$ cat config.mk
export PLATFORM = sky130hd
export DESIGN_NAME = dmem_port
export DESIGN_NICKNAME = d
export VERILOG_FILES = /design/src/rtl/dmem_port.sv
export SDC_FILE = /design/constraint.sdc
export NUM_CORES = 2
export LEC_CHECK = 0
export BUFFER_PORTS_ARGS = -buffer_cell sky130_fd_sc_hd__buf_2
export CELL_PAD_IN_SITES_DETAIL_PLACEMENT = 1
export CELL_PAD_IN_SITES_GLOBAL_PLACEMENT = 2
export CORE_MARGIN = 10
export CORE_UTILIZATION = 49
export DETAILED_ROUTE_END_ITERATION = 16
export PLACE_DENSITY_LB_ADDON = 0.1
export SLEW_MARGIN = 5
export SYNTH_ARGS = -nofsm -noshare
export SYNTH_HDL_FRONTEND = slang
export SYNTH_SLANG_ARGS = --single-unit
$ cat constraint.sdc
create_clock -name clk -period 4.5 [get_ports clk]
set_clock_uncertainty 0.2 [all_clocks]
set_input_delay 0.9 -clock clk [delete_from_list [all_inputs] [get_ports clk]]
set_output_delay 0.9 -clock clk [all_outputs]
set_load 0.005 [all_outputs]
$ cat src/rtl/dmem_port.sv
// dmem_port: data-memory port with word/byte RAM, TX FIFO and MMIO status/cycle registers.
//
// Ports:
//   clk        in   1   clock, all state updates on the rising edge
//   reset      in   1   asynchronous active-low reset
//   MemWriteM  in   1   store strobe for the memory-stage access
//   MemByteM   in   1   1 = byte access (LDRB/STRB), 0 = word access
//   ALUOutM    in  32   byte address of the access
//   WriteDataM in  32   store data
//   ReadDataM  out 32   load data, combinational from the current address
//   tx_data    out 32   TX FIFO head word
//   tx_valid   out  1   TX FIFO non-empty
//   tx_ready   in   1   consumer accepts the head word
//   err        out  1   sticky unmapped-access flag
//
// Memory map: RAM below 4*RAM_WORDS, TXDATA 0x100, STATUS 0x104, CYCLE 0x108.
module dmem_port #(
    parameter int RAM_WORDS  = 64,
    parameter int FIFO_DEPTH = 4
) (
    input  logic        clk,
    input  logic        reset,
    input  logic        MemWriteM,
    input  logic        MemByteM,
    input  logic [31:0] ALUOutM,
    input  logic [31:0] WriteDataM,
    output logic [31:0] ReadDataM,
    output logic [31:0] tx_data,
    output logic        tx_valid,
    input  logic        tx_ready,
    output logic        err
);

    localparam int          RW        = $clog2(RAM_WORDS);
    localparam int          AW        = $clog2(FIFO_DEPTH);
    localparam int          CW        = AW + 1;
    localparam logic [31:0] RAM_BYTES = 32'(4 * RAM_WORDS);

    logic [31:0] r_mem [RAM_WORDS];
    logic [31:0] r_fifo [FIFO_DEPTH];
    logic [AW-1:0] r_wp;
    logic [AW-1:0] r_rp;
    logic [CW-1:0] r_cnt;
    logic        r_ovf;
    logic        r_err;
    logic [31:0] r_cyc;

    logic        w_is_ram;
    logic        w_is_tx;
    logic        w_is_st;
    logic        w_is_cyc;
    logic        w_unmapped;
    logic        w_aligned;
    logic [RW-1:0] w_idx;
    logic [1:0]  w_lane;
    logic [31:0] w_word;
    logic [31:0] w_shift;
    logic [7:0]  w_byte;
    logic [31:0] w_status;
    logic        w_empty;
    logic        w_full;
    logic        w_tx_st;
    logic        w_push;
    logic        w_pop;
    logic        w_ovf_set;
    logic        w_clr;

    // Address decode; MMIO registers only match word-aligned addresses,
    // so a misaligned MMIO access falls through to unmapped.
    assign w_aligned  = ALUOutM[1:0] == 2'b00;
    assign w_is_ram   = ALUOutM < RAM_BYTES;
    assign w_is_tx    = !w_is_ram && w_aligned && ALUOutM == 32'h0000_0100;
    assign w_is_st    = !w_is_ram && w_aligned && ALUOutM == 32'h0000_0104;
    assign w_is_cyc   = !w_is_ram && w_aligned && ALUOutM == 32'h0000_0108;
    assign w_unmapped = !w_is_ram && !w_is_tx && !w_is_st && !w_is_cyc;

    // RAM read path: little-endian lane select for byte loads.
    assign w_idx   = ALUOutM[RW+1:2];
    assign w_lane  = ALUOutM[1:0];
    assign w_word  = r_mem[w_idx];
    assign w_shift = w_word >> {w_lane, 3'b000};
    assign w_byte  = w_shift[7:0];

    // FIFO handshake; a store while full is accepted only if a pop frees a slot.
    assign w_empty   = r_cnt == '0;
    assign w_full    = r_cnt == CW'(FIFO_DEPTH);
    assign w_pop     = tx_valid && tx_ready;
    assign w_tx_st   = MemWriteM && w_is_tx;
    assign w_push    = w_tx_st && (!w_full || w_pop);
    assign w_ovf_set = w_tx_st && w_full && !w_pop;
    assign w_clr     = MemWriteM && w_is_st;

    assign tx_valid = !w_empty;
    assign tx_data  = r_fifo[r_rp];
    assign err      = r_err;

    always_comb begin
        w_status          = '0;
        w_status[0]       = w_empty;
        w_status[1]       = w_full;
        w_status[2]       = r_ovf;
        w_status[3 +: CW] = r_cnt;
        w_status[15]      = r_err;
    end

    // TXDATA loads and unmapped loads fall through to zero.
    assign ReadDataM = w_is_ram ? (MemByteM ? {24'h0, w_byte} : w_word) :
                       w_is_st  ? w_status :
                       w_is_cyc ? r_cyc : 32'h0;

    // RAM and FIFO storage are not reset; reads use pre-store contents.
    always_ff @(posedge clk) begin
        if (MemWriteM && w_is_ram) begin
            if (MemByteM)
                r_mem[w_idx][{w_lane, 3'b000} +: 8] <= WriteDataM[7:0];
            else
                r_mem[w_idx] <= WriteDataM;
        end
    end

    always_ff @(posedge clk) begin
        if (w_push)
            r_fifo[r_wp] <= WriteDataM;
    end

    // Set events win over a same-cycle STATUS clear.
    always_ff @(posedge clk or negedge reset) begin
        if (!reset) begin
            r_wp  <= '0;
            r_rp  <= '0;
            r_cnt <= '0;
            r_ovf <= 1'b0;
            r_err <= 1'b0;
            r_cyc <= 32'h0;
        end else begin
            r_wp  <= w_push ? r_wp + 1'b1 : r_wp;
            r_rp  <= w_pop ? r_rp + 1'b1 : r_rp;
            r_cnt <= r_cnt + CW'(w_push) - CW'(w_pop);
            r_ovf <= w_ovf_set ? 1'b1 : w_clr ? 1'b0 : r_ovf;
            r_err <= w_unmapped ? 1'b1 : w_clr ? 1'b0 : r_err;
            r_cyc <= (MemWriteM && w_is_cyc) ? WriteDataM : r_cyc + 32'h1;
        end
    end

endmodule

==> impl.org <==
** Synth
- Counting flops with a built-in enable in the synthesized netlist gives approximately 2200.
- The share of synthesized area in the top cell type comes to 0.746.
- Total of flip-flops plus latches after synthesis :: 2217
- The most used flip-flop cell after synthesis is edfxtp_1.
- In the post-synthesis netlist, the biggest area contributors are edfxtp_1 (75%), mux4_2 (12%), mux2i_1 (2.6%).
- Of all flip-flops after synthesis, the portion carrying an async set or reset was 0.0185.
- Portion of the post-synthesis area used by sequential elements :: 0.757
- After synthesis the cells add up to approximately 90000 sq um.
- Each instance of the synthesized netlist takes up on average between 15 and 20 sq um.
- For this run, the number of Yosys warnings is 0.
- Count of distinct cell types in the synthesized netlist :: 74
- Dominant cell type by area after synthesis :: edfxtp_1
- The cell count after synthesis came out at about 4500.
- Total nets after synthesis :: roughly 4500

** Finish
- Area of all placed cells without fillers :: approximately 110000 sq um
- Share of layout cells above drive strength 1 :: 0.375
- Compared with the post-synthesis result, the final layout area differs by 24.0%.
- Post-layout nets :: 5657
- Final core area utilization :: 0.610

** Floorplanning
- In this run the core area contains ~160 standard-cell rows.
- Measured along the x axis, the die boundary spans between 400 and 500 microns.
- Initial Util :: 0.492
- During I/O placement, the number of pins put on the boundary was ~140.
- Floorplan die height :: 443 microns
- Area of the die :: between 150000 and 200000 sq um
- The core region is 178000 sq um.

** Global routing
- After global routing the overflow that remains totals 0.
- The number of antenna violations at the first check in global routing was 20.
- The first global-routing pass estimated between 400 and 500 mm of wire.
- The via count of the first global-routing pass is between 50000 and 60000.
- Entering global routing, the biggest net connects 65 pins.
- In the global route stage, overall resource usage came out at 0.305.

** Clocking
- Clock latency on the worst-skew pair, taken at its later pin, is about 890 ps.
- The clock passes through at most 3 buffers.
- Clock-pin slew was measured on the worst setup and hold paths at 60 ps.
- Root Buffer Master :: clkbuf_16
- TritonCTS clock tree :: yes
- The H-tree was split into 4 levels.
- The clock drives about 2200 sinks.
- Number of buffers added by the clock tree synthesis step :: roughly 220

** STA
- Minimum clock period after layout :: between 4000 and 5000 ps
- Crit share post-route :: 1.08
- Fin. Hold Viols :: 0
- Maximum frequency from static timing analysis :: roughly 200 MHz
- Post-layout worst setup margin :: -359 ps
- Unrepaired setup endpoints after global routing :: yes
- For the pin with the worst max-slew slack, the measured transition is 1230 ps.
- In this run the tightest slew margin relative to its limit is 0.174.
- Setup violations remaining at the end of the flow were counted as 20.
- The count of pins over their slew limit is 0.

** Pwr
- Proportion of power drawn by the clock network :: 0.417
- Design internal power :: between 0.03 and 0.04 W
- Power spread over the standard cell area amounts to 409 nW/um^2.
- The share of total power dissipated in combinational logic is 0.072.
- Of the total power, the share spent switching nets is 0.223.
- Part of the total power dissipated in sequential elements :: 0.511
- IR analysis of the VDD net gives a maximum drop of just over 0.4 mV.
- Summed over all nets, the switching power comes to between 0.009 and 0.01 W.
- Standby leakage power :: roughly 33 nW

** Critical path
- Across all register-to-register paths, the minimum setup slack is 1800 ps.
- Tracing the worst setup path back leads to its startpoint at ALUOutM[2].
- Worst Setup Path Type :: primary input to output port
- Endpoint of the worst setup timing path :: ReadDataM[6]
- Worst R2R Start :: r_cnt[2]$_DFF_PN0_
- Element type at the critical path start :: primary input
- Critical path, cell by cell :: buf_16 -> buf_16 -> buf_12 -> buf_8 -> mux4_2 -> mux4_2 -> a22o_1 -> nor3_4 -> buf_6 -> a2bb2oi_2 -> o2111ai_2 -> buf_2
- Measured in cells, the most critical reg-to-reg path has a length of 8.
- Highest fanout seen on the critical path :: 5
- For this run, the slowest stage of the critical path takes 540 ps.
- Reg2Reg Capture Point :: r_cnt[2]$_DFF_PN0_
- Required time worst endpoint :: approximately 3400 ps
- Crit path capture type :: output port
- Arrival time of data at the critical path endpoint :: roughly 3800 ps
- Slowest-stage cell, CP :: mux4_2
- Broken down by cell family, the worst path's largest delay share belongs to multiplexers.
- Together, buffers and inverters on the worst path number 6.
- Critical path depth in cells :: 12

** Detailed routing
- For this block, the initial DRC count from the detailed router was 6902.
- The count of nets left with antenna violations once routing finished came out at 0.
- In the routed layout, each cell is associated on average with a via count of 6.39.
- First-pass iteration count of the detailed router :: 5
- The final layout contains routed wiring with a total length of a little over 300 mm.
- Drc violations :: 0
- Vias post-DR :: between 50000 and 60000
- Wirelength per Cell :: about 37 microns

** Place
- Final Wtd Congestion :: roughly 0.9
- Total half-perimeter wirelength after legalization and detailed placement :: between 200 and 250 mm
- Count of buffers from port buffering :: between 100 and 150
- Post-DP Area :: between 90000 and 100000 sq um

** Min path
- The tightest min-delay check is of the primary input to register type.

** Flow run
- Number of maximum-capacitance violations :: 0

** Run status
- The run finished, with violations left.
- The checks that failed: negative setup slack.
[worst register-to-register path, cell delays in order (launching register included)]
cell     delay, ps
dfrtp_1        460
or3_1          500
and2_1         250
ha_1           280
inv_1           40
ha_1           190
fa_1           380
xor2_1         160
xnor2_1        130
[worst min path at each step]
stage / slack [ps] / to / start / cells after the start
after floorplan: 260 / r_ovf$_DFFE_PN0P_ / r_ovf$_DFFE_PN0P_ / 1
after global placement: 280 / r_ovf$_DFFE_PN0P_ / r_ovf$_DFFE_PN0P_ / 1
after global routing: 70 / r_fifo[0][12]$_DFFE_PP_ / WriteDataM[12] / 1
after detailed placement: 310 / r_ovf$_DFFE_PN0P_ / r_ovf$_DFFE_PN0P_ / 1
after CTS: 30 / r_fifo[1][12]$_DFFE_PP_ / WriteDataM[12] / 1
final: 80 / r_fifo[3][12]$_DFFE_PP_ / WriteDataM[12] / 1
[synth_stat cells (all sizes together), types with 17 or more instances]
| master | count |
|---|---|
| edfxtp | 2176 |
| mux4 | 473 |
| nor2 | 339 |
| nand2 | 244 |
| mux2i | 227 |
| buf | 158 |
| clkbuf | 96 |
| a22oi | 93 |
| o21ai | 80 |
| a21oi | 76 |
| nand3 | 54 |
| dfrtp | 41 |
| nor3 | 31 |
| o22ai | 31 |
| a221oi | 29 |
| inv | 29 |
| nand4 | 24 |
| xor2 | 24 |
| and2 | 21 |
| nor4 | 17 |
[registers in the layout (all words and copies together) (netlist names)]
register  flops
r_ovf         1
r_wp          2
r_cnt         3
r_fifo      128
r_cyc        32
r_rp          2
r_mem      2048
err           1
[through the flow]
step | std cells | setup WS (ps) | TNS (ps) | power, W | hold WS [ps]
finish | 8135 | -359 | -3240 | 0.0444 | 79.2
CTS | 8062 | -368 | -3250 | 0.0445 | 30.0
global route | 8123 | -403 | -3800 | 0.0456 | 66.2
floorplan | 4465 | 375 | 0 | 0.0244 | 261
detailed placement | 7575 | -984 | -18660 | 0.0260 | 307
global placement | 7575 | -987 | -17320 | 0.0259 | 284
[cell usage in the layout, fill, tap and decap left out, types with 37 or more instances in the layout]
cell	instances
nand2_1	236
a22oi_1	74
buf_4	787
buf_12	121
nand3_1	45
a21oi_1	61
dfrtp_1	40
mux2i_1	211
clkinv_1	48
mux4_2	473
nor2_1	326
clkinv_2	52
clkbuf_16	229
buf_6	62
edfxtp_1	2176
clkbuf_1	37
buf_2	124
[power groups by stage]
stage               logic, W  registers, W  clock network [W]
floorplan            0.00138        0.0231                  0
global placement     0.00278        0.0231                  0
detailed placement   0.00283        0.0231                  0
CTS                  0.00309        0.0227             0.0187
global route         0.00332        0.0227             0.0196
finish               0.00320        0.0227             0.0185
[routing by layer]
layer / vias to the layer above / track usage / routed length (microns)
met5: - / 0 / 97
met3: 565 / 0.0701 / 28600
li1: 20500 / - / -
met1: 27900 / 0.417 / 120000
met4: 10 / 0.132 / 14600
met2: 2964 / 0.471 / 141000
[cell type report]
| cell class | count | area (sq um) |
|---|---|---|
| flip-flops and latches | 2217 | 66400 |
| multi-input cells | 1964 | 21200 |
| repair buffers | 1141 | 10800 |
| clock inverters | 147 | 1490 |
| fillers | 15300 | 69600 |
| diodes | 19 | 47.5 |
| well taps | 2355 | 2950 |
| clock buffers | 262 | 5770 |
| inverters | 30 | 118 |
[cell families after synthesis]
logic type                 Yosys count  synth area share
DFF                               2217             0.757
and+or+nand+nor                    792            0.0393
muxes                              712             0.149
AOI/OAI and AO/OA                  413            0.0320
buffers and inverters              284            0.0171
xor gates and xnor gates            35           0.00350
adders and majority gates           12           0.00180
[what timing repair did]
action | 4_1_cts | 5_1_grt
cloned | 13 | 3
endpoints found under the hold margin | 6 | 0
resized for setup | 266 | 103
setup buffers | 70 | 58
pin swaps | 49 | 51
setup endpoints to repair | 32 | 30
hold buffers | 1 | 0
(Power assumes the default switching activity.)
